$ cat src/rtl/counter_timer_arbiter.sv
// counter_timer_arbiter
//
// Shares one external W-bit up-counter between N_REQ requesters as a timed
// interval resource. Requesters are served round-robin. For each grant the
// counter is cleared for one cycle and then enabled until it reaches the
// owner's requested length. After that the owner receives a one-cycle done pulse.
//
// Ports:
//   clock      - system clock, rising edge
//   reset      - asynchronous, active-high reset
//   req        - level request per requester, held until its done pulse
//   len        - per-requester interval length, requester i at [i*CNT_W +: CNT_W]
//   count      - current value of the shared counter
//   cnt_reset  - synchronous clear to the counter
//   cnt_enable - count enable to the counter
//   grant      - one-hot owner of the counter, zero when idle
//   cur_id     - index of the current owner, valid while busy
//   done       - one-cycle pulse to the owner at interval end
//   busy       - high whenever an interval is in progress

module counter_timer_arbiter #(
    parameter int unsigned N_REQ = 4,
    parameter int unsigned ID_W  = 2,
    parameter int unsigned CNT_W = 4
) (
    input  logic                   clock,
    input  logic                   reset,
    input  logic [N_REQ-1:0]       req,
    input  logic [N_REQ*CNT_W-1:0] len,
    input  logic [CNT_W-1:0]       count,
    output logic                   cnt_reset,
    output logic                   cnt_enable,
    output logic [N_REQ-1:0]       grant,
    output logic [ID_W-1:0]        cur_id,
    output logic [N_REQ-1:0]       done,
    output logic                   busy
);

    localparam logic [1:0] IDLE  = 2'd0;
    localparam logic [1:0] CLEAR = 2'd1;
    localparam logic [1:0] RUN   = 2'd2;
    localparam logic [1:0] DONE  = 2'd3;

    logic [1:0]       state_q, state_d;
    logic [ID_W-1:0]  cur_id_q, cur_id_d;
    logic [ID_W-1:0]  rr_q, rr_d;
    logic [CNT_W-1:0] target_q, target_d;

    logic             found;
    logic [ID_W-1:0]  winner;
    logic [ID_W-1:0]  sel;
    logic [N_REQ-1:0] owner_oh;

    // Round-robin pick: first asserted request at or after rr_q, wrapping.
    always_comb begin
        found  = 1'b0;
        winner = '0;
        sel    = '0;
        for (int unsigned k = 0; k < N_REQ; k++) begin
            sel = ID_W'((32'(rr_q) + k) % N_REQ);
            if (!found && req[sel]) begin
                found  = 1'b1;
                winner = sel;
            end
        end
    end

    always_comb begin
        state_d  = state_q;
        cur_id_d = cur_id_q;
        rr_d     = rr_q;
        target_d = target_q;
        case (state_q)
            IDLE: begin
                if (found) begin
                    cur_id_d = winner;
                    target_d = len[winner*CNT_W +: CNT_W];
                    state_d  = CLEAR;
                end
            end
            CLEAR: begin
                state_d = (target_q == '0) ? DONE : RUN;
            end
            RUN: begin
                // The edge leaving RUN is the one that brings the counter to target.
                if (count == target_q - CNT_W'(1)) begin
                    state_d = DONE;
                end
            end
            DONE: begin
                state_d = IDLE;
                rr_d    = (cur_id_q == ID_W'(N_REQ - 1)) ? '0 : cur_id_q + ID_W'(1);
            end
            default: begin
                state_d = IDLE;
            end
        endcase
    end

    always_ff @(posedge clock or posedge reset) begin
        if (reset) begin
            state_q  <= IDLE;
            cur_id_q <= '0;
            rr_q     <= '0;
            target_q <= '0;
        end else begin
            state_q  <= state_d;
            cur_id_q <= cur_id_d;
            rr_q     <= rr_d;
            target_q <= target_d;
        end
    end

    // Outputs are decoded from registered state only.
    assign owner_oh   = N_REQ'(1) << cur_id_q;
    assign busy       = (state_q != IDLE);
    assign cnt_reset  = (state_q == CLEAR);
    assign cnt_enable = (state_q == RUN);
    assign grant      = busy ? owner_oh : '0;
    assign done       = (state_q == DONE) ? owner_oh : '0;
    assign cur_id     = cur_id_q;

endmodule

$ cat config.mk
export PLATFORM = sky130hd
export DESIGN_NAME = counter_timer_arbiter
export DESIGN_NICKNAME = d
export VERILOG_FILES = /design/src/rtl/counter_timer_arbiter.sv
export SDC_FILE = /design/constraint.sdc
export NUM_CORES = 1
export LEC_CHECK = 0
export ABC_AREA = 1
export CORE_MARGIN = 2
export CORE_UTILIZATION = 46
export DETAILED_ROUTE_END_ITERATION = 8
export PLACE_DENSITY_LB_ADDON = 0.2
export SETUP_SLACK_MARGIN = 0.15
export SLEW_MARGIN = 30
export SYNTH_ARGS = -nofsm -noshare
export SYNTH_HDL_FRONTEND = slang
export SYNTH_SLANG_ARGS = --single-unit
$ cat constraint.sdc
create_clock -name clock -period 2.1 [get_ports clock]
set_input_delay 0.525 -clock clock [delete_from_list [all_inputs] [get_ports clock]]
set_output_delay 0.525 -clock clock [all_outputs]
set_load 0.005 [all_outputs]
==> results.cfg <==
[drt]
ant_nets = 0
avgRoutedWirePerCell_um = 13.10
initialDrtViolationCount = 29
firstDrtPassIters = 4
drcViolationCount = 0
num_vias = 1401
totalWireLength_um = 3720
viasPerCell = 4.933

[cells_and_area]
fill_cells = 190
stdcell_count = 284
fin_area_um2 = 1928
drive_above_1_share_pct = 31.10
area_delta_synth_final_pct = 62.38
antenna_cells = 0
final_nets = 291

[timing]
final_max_slew_viol_count = 0
max_clock_freq_mhz = 527.5
min_period_over_period_pct = 90.27
slew_headroom_pct = 74.27
worst_slack_ps = 204.4
min_period_ps = 1896
setup_viol = 0
report.final.hold_viol_count = 0
fin_skew_ps = 2.317
rsz0062_at_grt = no
tightest_slew_ps = 385.6
fin_tns_setup_ps = 0

[critical_path]
cp-end-kind = flop
critPathArrivalTime_ps = 2050
crit_required_ps = 2260
path_class = reg -> reg
critPathLaunchType = flop
reg2regPathDepth = 11
crit_fanout = 10

[floorplanning]
fp.dieW_um = 54.81
start_util_pct = 48.37
fp.dieArea_um2 = 3004
chipHeight_um = 54.81
num_io_pins = 39
core-area_um2 = 2455
row_count = 18

[grt]
top_usage_layer = met2
use_met2_pct = 43.85
grtUsageTotal_pct = 23.15
grt_pass1_wl_um = 4968
met3_usage_pct = 2.732
grt_max_degree = 14
overflow = 0
antenna_found_initial = 0
grt_pass1_vias = 1222
met1_usage_pct = 25.84

[logic_synthesis]
syn_inst = 191
syn_avg_cell_area_um2 = 6.217
yosys-top-cells-area = dfrtp_1, nand2_1, inv_1, ha_1, nand3_1
yosysSeqAreaShare_pct = 21.07
syn-cell-area_um2 = 1187
synth_flop_cell = dfrtp_1
async_reset_ff_share_pct = 100.0
yosysMostFrequentCell = nand2_1
synth_largest_area_cell = dfrtp_1
synth_edf_count = 0
syn-num-nets = 227
ys_top_cells_by_count = nand2_1, inv_1, nand3_1
synth.top_cell.area_share_pct = 21.07
synth_cell_types = 26
synth_warnings = 0
synth-seq-cells = 10

[placed_design]
dp_cells = 260
portBuffers = 38
placed_cell_area_um2 = 1609
place.gp.congestion = 0.9013
dp_slack_ps = -163.2
hpwlAfterDp_um = 2274

[clock_tree]
cts_root_buffer = clkbuf_4
cts_buffers = 3
cts.sinks = 10
clkLatencyLatePin_ps = 260
cts_tree = built
clk_pin_slew_worst_paths_ps = 70
htree_levels = 1
cts.path.max_buffers = 2

[power_and_ir_drop]
power_frac_seq_pct = 13.3
power_switching_uw = 1639
sw_frac_of_total_pct = 51.20
finalPower_uw = 3202
intPower_uw = 1562
power_density_nw_per_um2 = 1660
pwr-share-clk_pct = 5.4
combinationalPowerShare_pct = 81.3
worst_ir_drop_vdd_mv = 1.196
p_leak_uw = 0.001103

[hold_path]
hold_path_class = in -> async

[status]
status = finished clean

[flow_run]
max_cap_viol_count = 0
through the flow:
step	utilization, %	hold slack, ps
5_1_grt	78.54	572.9
3_5_place_dp	65.55	530.4
4_1_cts	72.17	541.2
3_3_place_gp	65.55	507.3
6_report	78.54	546.8
2_1_floorplan	-	365.2
logic make-up (layout without fill, tap and decap cells):
group	count (synthesis)	after routing	share of synthesized area (%)
flip-flops	10	10	21.07
adder cells (fa/ha/maj)	10	10	10.54
buffers and inverters	46	108	16.23
AND/OR/NAND/NOR	105	106	41.94
AO/OA/AOI/OAI	16	16	7.271
XOR/XNOR	4	4	2.951
worst paths after layout:
path / slack [ps] / startpoint / end
min: 550 / reset / rr_q[1]$_DFFE_PP0P_
max reg2reg: 200 / rr_q[0]$_DFFE_PP0P_ / state_q[0]$_DFFE_PP0P_
min in group clock: 550 / target_q[3]$_DFFE_PP0P_ / target_q[3]$_DFFE_PP0P_
min reg2reg: 550 / target_q[3]$_DFFE_PP0P_ / target_q[3]$_DFFE_PP0P_
max: 200 / rr_q[0]$_DFFE_PP0P_ / state_q[0]$_DFFE_PP0P_
max in group asynchronous: 1250 / reset / state_q[1]$_DFFE_PP0P_
power groups by stage:
| stage | clock network, µW | logic [µW] | registers (µW) |
|---|---|---|---|
| after detailed placement | 0 | 1930 | 444 |
| after global placement | 0 | 1840 | 437 |
| after global routing | 177 | 2890 | 439 |
| after floorplan | 0 | 1440 | 389 |
| final | 173 | 2600 | 425 |
| after CTS | 176 | 2160 | 432 |
final cells by class:
| cell class | instances | area [µm²] | area share (%) |
|---|---|---|---|
| flip-flops and latches | 10 | 254.0 | 13.17 |
| repair buffers | 61 | 568.0 | 29.46 |
| multi-input cells | 136 | 865.8 | 44.91 |
| inverters | 43 | 166.4 | 8.631 |
| well taps | 30 | 37.54 | 1.947 |
| clock buffers | 4 | 36.28 | 1.882 |
critical path, stage by stage, from the launching register on:
cell     delay, ps
dfrtp_2        450
buf_12         150
inv_6           90
nand2_1         90
nand3_2        100
nand2_2         80
nor2_4         140
nand3_4        180
buf_4          200
o21ai_4        140
nand2_1         70
o21ai_0        100
flip-flops by register name (all words and copies together) (netlist names):
name,cells
target_q,4
rr_q,2
state_q,2
cur_id,2
layer usage:
metal  vias to the layer above  routed length (µm)
li1                        717                   -
met1                       625                1476
met2                        47                1980
met3                        12                 158
met4                         0                 105
met5                         -                   0
what timing repair did:
action | CTS | global route
cloned | 0 | 1
hold buffers | 0 | 0
resized for setup | 26 | 36
endpoints found under the setup margin | 16 | 13
hold endpoints to repair | 0 | 0
setup buffers | 12 | 7
pin swaps | 2 | 15
placed cells by master, fill, tap and decap left out, drive strengths merged, types with 2 or more instances in the layout:
cell type	instances
clkdlybuf4s50	22
nor2	11
a21oi	2
nand2	69
o21ai	12
nand3	20
buf	23
xor2	3
nand4	4
inv	43
clkbuf	6
clkdlybuf4s15	2
dlymetal6s2s	6
dlygate4sd2	6
dfrtp	10
ha	10
No activity file was read; power rests on OpenSTA's default activity.
